$ cat config.mk
export PLATFORM = sky130hd
export DESIGN_NAME = ram_dma_engine_flat
export DESIGN_NICKNAME = d
export VERILOG_FILES = /design/src/rtl/ram_dma_engine_pkg.sv /design/src/rtl/ram_dma_engine_if.sv /design/src/rtl/ram_dma_engine.sv /design/src/flat_wrapper.sv
export SDC_FILE = /design/constraint.sdc
export NUM_CORES = 1
export LEC_CHECK = 0
export CORE_MARGIN = 5
export CORE_UTILIZATION = 55
export CTS_BUF_LIST = sky130_fd_sc_hd__clkbuf_16
export DETAILED_ROUTE_END_ITERATION = 6
export MAX_ROUTING_LAYER = met4
export PLACE_DENSITY_LB_ADDON = 0.15
export RECOVER_POWER = 25
export SLEW_MARGIN = 10
export SYNTH_ARGS = -nofsm -noshare
export SYNTH_HDL_FRONTEND = slang
export SYNTH_SLANG_ARGS = --single-unit
$ cat constraint.sdc
create_clock -name clk -period 10 [get_ports clk]
set_input_delay 2 -clock clk [delete_from_list [all_inputs] [get_ports clk]]
set_output_delay 2 -clock clk [all_outputs]
set_load 0.01 [all_outputs]
$ cat src/rtl/ram_dma_engine_pkg.sv
// Shared constants for the RAM block-move engine: state encoding, command modes, default widths.
package ram_dma_engine_pkg;

  localparam int ADDR_W_DEF = 14;
  localparam int DATA_W_DEF = 16;

  typedef logic [1:0] state_t;

  localparam state_t ST_IDLE  = 2'd0;
  localparam state_t ST_READ  = 2'd1;
  localparam state_t ST_WRITE = 2'd2;
  localparam state_t ST_DONE  = 2'd3;

  localparam logic MODE_COPY = 1'b0;
  localparam logic MODE_FILL = 1'b1;

endpackage

$ cat src/rtl/ram_dma_engine_if.sv
// Command and memory-port bundle between the block-move engine and its environment.
interface ram_dma_engine_if #(
  parameter int ADDR_W = ram_dma_engine_pkg::ADDR_W_DEF,
  parameter int DATA_W = ram_dma_engine_pkg::DATA_W_DEF
);
  // Handshake: start is a one-shot request taken only on an edge where the engine is
  // idle (busy=0 and done=0); there is no ready back-pressure and no queueing, so a
  // requester must see busy/done low before relying on acceptance. done pulses once.
  logic              start;
  logic              mode;
  logic [ADDR_W-1:0] src_addr;
  logic [ADDR_W-1:0] dst_addr;
  logic [ADDR_W:0]   length;
  logic [DATA_W-1:0] fill_value;
  logic              busy;
  logic              done;
  logic [ADDR_W-1:0] mem_address;
  logic [DATA_W-1:0] mem_wdata;
  logic              mem_load;
  logic [DATA_W-1:0] mem_rdata;
  logic [1:0]        dbg_state;

  modport master (
    input  start, mode, src_addr, dst_addr, length, fill_value, mem_rdata,
    output busy, done, mem_address, mem_wdata, mem_load, dbg_state
  );

  modport slave (
    output start, mode, src_addr, dst_addr, length, fill_value, mem_rdata,
    input  busy, done, mem_address, mem_wdata, mem_load, dbg_state
  );
endinterface

$ cat src/rtl/ram_dma_engine.sv
// Block COPY/FILL engine driving a single-port RAM with combinational read.
module ram_dma_engine
  import ram_dma_engine_pkg::*;
#(
  parameter int ADDR_W = ADDR_W_DEF,
  parameter int DATA_W = DATA_W_DEF
) (
  input  logic             clk,
  input  logic             reset,
  ram_dma_engine_if.master bus
);

  state_t            state_q, state_d;
  logic [ADDR_W-1:0] idx_q, idx_d;
  logic [ADDR_W:0]   len_q, len_d;
  logic [ADDR_W-1:0] src_q, src_d;
  logic [ADDR_W-1:0] dst_q, dst_d;
  logic [DATA_W-1:0] fill_q, fill_d;
  logic [DATA_W-1:0] data_q, data_d;
  logic              mode_q, mode_d;
  logic              last_word;

  // idx is one bit narrower than len, so a full-space command still ends on idx = 2**ADDR_W-1.
  assign last_word = ({1'b0, idx_q} == (len_q - {{ADDR_W{1'b0}}, 1'b1}));

  always_comb begin
    state_d = state_q;
    idx_d   = idx_q;
    len_d   = len_q;
    src_d   = src_q;
    dst_d   = dst_q;
    fill_d  = fill_q;
    data_d  = data_q;
    mode_d  = mode_q;
    case (state_q)
      ST_IDLE: begin
        if (bus.start) begin
          idx_d  = '0;
          len_d  = bus.length;
          src_d  = bus.src_addr;
          dst_d  = bus.dst_addr;
          fill_d = bus.fill_value;
          mode_d = bus.mode;
          if (bus.length == '0)           state_d = ST_DONE;
          else if (bus.mode == MODE_FILL) state_d = ST_WRITE;
          else                            state_d = ST_READ;
        end
      end
      ST_READ: begin
        data_d  = bus.mem_rdata;
        state_d = ST_WRITE;
      end
      ST_WRITE: begin
        if (last_word) begin
          state_d = ST_DONE;
        end else begin
          idx_d   = idx_q + 1'b1;
          state_d = (mode_q == MODE_FILL) ? ST_WRITE : ST_READ;
        end
      end
      default: state_d = ST_IDLE;
    endcase
  end

  always_ff @(posedge clk) begin
    if (reset) begin
      state_q <= ST_IDLE;
      idx_q   <= '0;
      len_q   <= '0;
      src_q   <= '0;
      dst_q   <= '0;
      fill_q  <= '0;
      data_q  <= '0;
      mode_q  <= MODE_COPY;
    end else begin
      state_q <= state_d;
      idx_q   <= idx_d;
      len_q   <= len_d;
      src_q   <= src_d;
      dst_q   <= dst_d;
      fill_q  <= fill_d;
      data_q  <= data_d;
      mode_q  <= mode_d;
    end
  end

  // Outputs decode only registered state, so reset forces mem_load low on the very next cycle.
  always_comb begin
    bus.mem_address = '0;
    bus.mem_wdata   = '0;
    bus.mem_load    = 1'b0;
    case (state_q)
      ST_READ:  bus.mem_address = src_q + idx_q;
      ST_WRITE: begin
        bus.mem_address = dst_q + idx_q;
        bus.mem_wdata   = (mode_q == MODE_FILL) ? fill_q : data_q;
        bus.mem_load    = 1'b1;
      end
      default: ;
    endcase
  end

  assign bus.busy      = (state_q == ST_READ) || (state_q == ST_WRITE);
  assign bus.done      = (state_q == ST_DONE);
  assign bus.dbg_state = state_q;

endmodule

$ cat src/flat_wrapper.sv
// flat-port wrapper written by rule: the top's interface ports become plain ports
module ram_dma_engine_flat import ram_dma_engine_pkg::*;
#(
  parameter int ADDR_W = ADDR_W_DEF,
  parameter int DATA_W = DATA_W_DEF
)
  (clk, reset, bus_start, bus_mode, bus_src_addr, bus_dst_addr, bus_length, bus_fill_value, bus_mem_rdata, bus_busy, bus_done, bus_mem_address, bus_mem_wdata, bus_mem_load, bus_dbg_state);
  ram_dma_engine_if #(.ADDR_W(ADDR_W), .DATA_W(DATA_W)) bus_i ();
  input  logic clk;
  input  logic reset;
  input wire logic [$bits(bus_i.start)-1:0] bus_start;
  input wire logic [$bits(bus_i.mode)-1:0] bus_mode;
  input wire logic [$bits(bus_i.src_addr)-1:0] bus_src_addr;
  input wire logic [$bits(bus_i.dst_addr)-1:0] bus_dst_addr;
  input wire logic [$bits(bus_i.length)-1:0] bus_length;
  input wire logic [$bits(bus_i.fill_value)-1:0] bus_fill_value;
  input wire logic [$bits(bus_i.mem_rdata)-1:0] bus_mem_rdata;
  output wire logic [$bits(bus_i.busy)-1:0] bus_busy;
  output wire logic [$bits(bus_i.done)-1:0] bus_done;
  output wire logic [$bits(bus_i.mem_address)-1:0] bus_mem_address;
  output wire logic [$bits(bus_i.mem_wdata)-1:0] bus_mem_wdata;
  output wire logic [$bits(bus_i.mem_load)-1:0] bus_mem_load;
  output wire logic [$bits(bus_i.dbg_state)-1:0] bus_dbg_state;
  assign bus_i.start = bus_start;
  assign bus_i.mode = bus_mode;
  assign bus_i.src_addr = bus_src_addr;
  assign bus_i.dst_addr = bus_dst_addr;
  assign bus_i.length = bus_length;
  assign bus_i.fill_value = bus_fill_value;
  assign bus_i.mem_rdata = bus_mem_rdata;
  assign bus_busy = bus_i.busy;
  assign bus_done = bus_i.done;
  assign bus_mem_address = bus_i.mem_address;
  assign bus_mem_wdata = bus_i.mem_wdata;
  assign bus_mem_load = bus_i.mem_load;
  assign bus_dbg_state = bus_i.dbg_state;
  ram_dma_engine #(.ADDR_W(ADDR_W), .DATA_W(DATA_W)) u_core (.clk(clk), .reset(reset), .bus(bus_i));
endmodule
==> impl_metrics.env <==
export IMPL_p_leak_nw=2.55
export IMPL_antenna_cells=0
export IMPL_p_int_mw=0.729
export IMPL_cts_setup_buffers=0
export IMPL_tightest_slew_ns=3.55
export IMPL_whs_path_depth=2
export IMPL_fin_setup_tns_ns=0
export IMPL_synthFlopType="dfxtp_1"
export IMPL_synth_area_um2=5120
export IMPL_fin_skew_ns=0.00631
export IMPL_final_layout_size_suffix_gt1_frac=0.0515
export IMPL_drv_cap=1
export IMPL_core_um2=9150
export IMPL_power_total_mw=1.07
export IMPL_cts_buffer_depth=2
export IMPL_ant_nets=0
export IMPL_maxSlewViolCount=83
export IMPL_yosysTopAreaCell="dfxtp_1"
export IMPL_grt_remaining_overflow=0
export IMPL_synth_top_area_frac=0.360
export IMPL_initial_core_util=0.559
export IMPL_syn_num_nets=748
export IMPL_cts_hold_fix_buffers=0
export IMPL_max_vdd_ir_drop_mv=0.114
export IMPL_switchingPower_mw=0.337
export IMPL_yosysWarningCount=0
export IMPL_num_rows=35
export IMPL_synth_top_cells_by_count="134 x nand2_1, 92 x dfxtp_1, 71 x a21oi_1"
export IMPL_ios=114
export IMPL_max_slew_margin=-1.37
export IMPL_critPathRequiredTime_ns=8.00
export IMPL_place_congestion=0.899
export IMPL_power_share_clock=0.332
export IMPL_syn_to_final_growth_pct=27.7
export IMPL_violations="capacitance limit, slew limit"
export IMPL_rsz0062_at_grt="no"
export IMPL_synth_seq_cells=92
export IMPL_ys_types=56
export IMPL_antenna_found_initial=0
export IMPL_vias_per_cell=5.75
export IMPL_min_period_ns=6.70
export IMPL_status="complete, but fails checks"
export IMPL_clock_sinks=92
export IMPL_clk_pin_slew_ns=0.07
export IMPL_cts_inserted_buffers=9
export IMPL_grt_usage=0.252
export IMPL_hold_viol=0
export IMPL_swShare=0.316
export IMPL_dp_hpwl_um=9950
export IMPL_final_nets=832
export IMPL_synthTopCellsByArea="dfxtp_1 36%, nand2_1 9.8%, mux2i_1 7.2%, a21oi_1 6.9%, ha_1 4.6%"
export IMPL_start_kind="flip-flop"
export IMPL_clock_fmax_mhz=149
export IMPL_synth_enable_flop_cells=0
export IMPL_grt_pass1_wl_um=22700
export IMPL_reg2reg_depth=10
export IMPL_drtIter0Drc=242
export IMPL_die_width_um=106
export IMPL_fp_dieH_um=106
export IMPL_port_buffers=113
export IMPL_yosysMostFrequentCell="nand2_1"
export IMPL_grt_max_degree=83
export IMPL_synth_async_reset_ratio=0
export IMPL_grt_pass1_vias=4901
export IMPL_drc=0
export IMPL_avgSynthCellArea_um2=7.88
export IMPL_clkLatencyLatePin_ns=0.34
export IMPL_wl_um=13800
export IMPL_path_class="reg2out"
export IMPL_hold_path_class="reg2reg"
export IMPL_wire_per_inst_um=16.3
export IMPL_power_density_nw_per_um2=163
export IMPL_end_kind="output port"
export IMPL_worstPathMaxFanout=19
export IMPL_cts_root_buf="clkbuf_16"
export IMPL_syn_inst=649
export IMPL_finalSetupViolations=0
export IMPL_die_area_um2=11300
export IMPL_htree_levels=3
export IMPL_post_cts_resize_count=0
export IMPL_cts_tree="yes"
export IMPL_worstPathArrival_ns=4.70
export IMPL_finalCritPeriodShare=0.670
export IMPL_power_frac_seq=0.402
export IMPL_seq_area_frac_synth=0.360
export IMPL_via_count=4885
export IMPL_first_pass_iters=5
export IMPL_power_frac_comb=0.266
export IMPL_r2r_slack_ns=6.07
worst paths after layout:
kind                                   to                                  from
max                   bus_mem_address[11]  u_core.bus.dbg_state[0]$_SDFFE_PP0P_
min          u_core.src_q[3]$_SDFFE_PP0P_          u_core.src_q[3]$_SDFFE_PP0P_
max reg2reg  u_core.idx_q[5]$_SDFFE_PP0P_  u_core.bus.dbg_state[0]$_SDFFE_PP0P_
min reg2reg  u_core.src_q[3]$_SDFFE_PP0P_          u_core.src_q[3]$_SDFFE_PP0P_
critical path, stage by stage, from the launching register on:
cell,delay [ns]
dfxtp_1,0.35
inv_1,0.09
ha_1,0.70
mux2_2,0.44
ha_1,0.29
a21o_1,0.19
a21o_1,0.21
a2111oi_0,0.64
o311ai_0,0.37
a31oi_1,0.29
xnor2_1,0.14
and2_1,0.13
clkdlybuf4s50_1,0.53
layer usage:
metal,GRT usage,part of all wire
met2,0.427,0.49
met5,-,0
met3,0.0534,0.062
met1,0.300,0.43
met4,0.0840,0.021
registers in the layout, summed over array words and instances, names as in the netlist:
signal / flops
u_core.fill_q: 16
u_core.bus.dbg_state: 2
u_core.len_q: 15
u_core.mode_q: 1
u_core.src_q: 14
u_core.dst_q: 14
u_core.idx_q: 14
u_core.data_q: 16
logic make-up (layout without fill, tap and decap cells):
family / count (synthesis) / in the layout / share of synthesized area
flops: 92 / 92 / 0.360
mux: 50 / 50 / 0.101
simple gates: 277 / 277 / 0.250
xor+xnor: 27 / 27 / 0.0462
fa+ha+maj: 20 / 20 / 0.0504
buf+inv: 58 / 147 / 0.0445
compound gates: 125 / 125 / 0.148
per-stage QoR:
stage | util | setup WS [ns] | cell area (um2) | instances | hold slack, ns
6_report | 0.714 | 3.30 | 6540 | 849 | 0.458
5_1_grt | 0.714 | 3.09 | 6540 | 849 | 0.474
4_1_cts | 0.714 | 3.32 | 6540 | 849 | 0.457
3_5_place_dp | 0.681 | 3.75 | 6230 | 833 | 0.446
3_3_place_gp | 0.681 | 3.89 | 6230 | 833 | 0.441
2_1_floorplan | - | 4.52 | 5120 | 649 | 0.433
cell type report:
class / count / area, um2
Clock inverter: 7 / 85.1
Clock buffer: 9 / 225
Tap cell: 111 / 139
Inverter: 17 / 63.8
Fill cell: 736 / 2620
Timing Repair Buffer: 114 / 1130
Sequential cell: 92 / 1840
Multi-Input combinational cell: 499 / 3050
cells in the final DEF, fill, tap and decap left out, types with 3 or more instances in the layout:
| cell | count |
|---|---|
| nand2_1 | 133 |
| clkdlybuf4s50_1 | 110 |
| dfxtp_1 | 92 |
| a21oi_1 | 71 |
| nor2_1 | 56 |
| mux2i_1 | 37 |
| ha_1 | 19 |
| inv_1 | 17 |
| xnor2_1 | 15 |
| mux2_2 | 13 |
| xor2_1 | 12 |
| o21ai_0 | 11 |
| and2_1 | 11 |
| nand3_1 | 10 |
| nand4_1 | 10 |
| clkbuf_16 | 9 |
| a31oi_1 | 8 |
| and3_1 | 8 |
| a21o_1 | 7 |
| nor3_1 | 7 |
| nor2b_1 | 6 |
| and3b_1 | 6 |
| or3_1 | 5 |
| nand2b_1 | 5 |
| nor4_1 | 4 |
| a2111oi_0 | 3 |
| a22oi_1 | 3 |
power groups by stage:
stage                     Combinational [mW]  Clock (mW)  Sequential, mW
after floorplan                        0.195           0           0.423
after global placement                 0.273           0           0.434
after detailed placement               0.280           0           0.437
after CTS                              0.283       0.357           0.428
after global routing                   0.312       0.375           0.433
final                                  0.284       0.354           0.429
No activity file was read; power rests on OpenSTA's default activity.
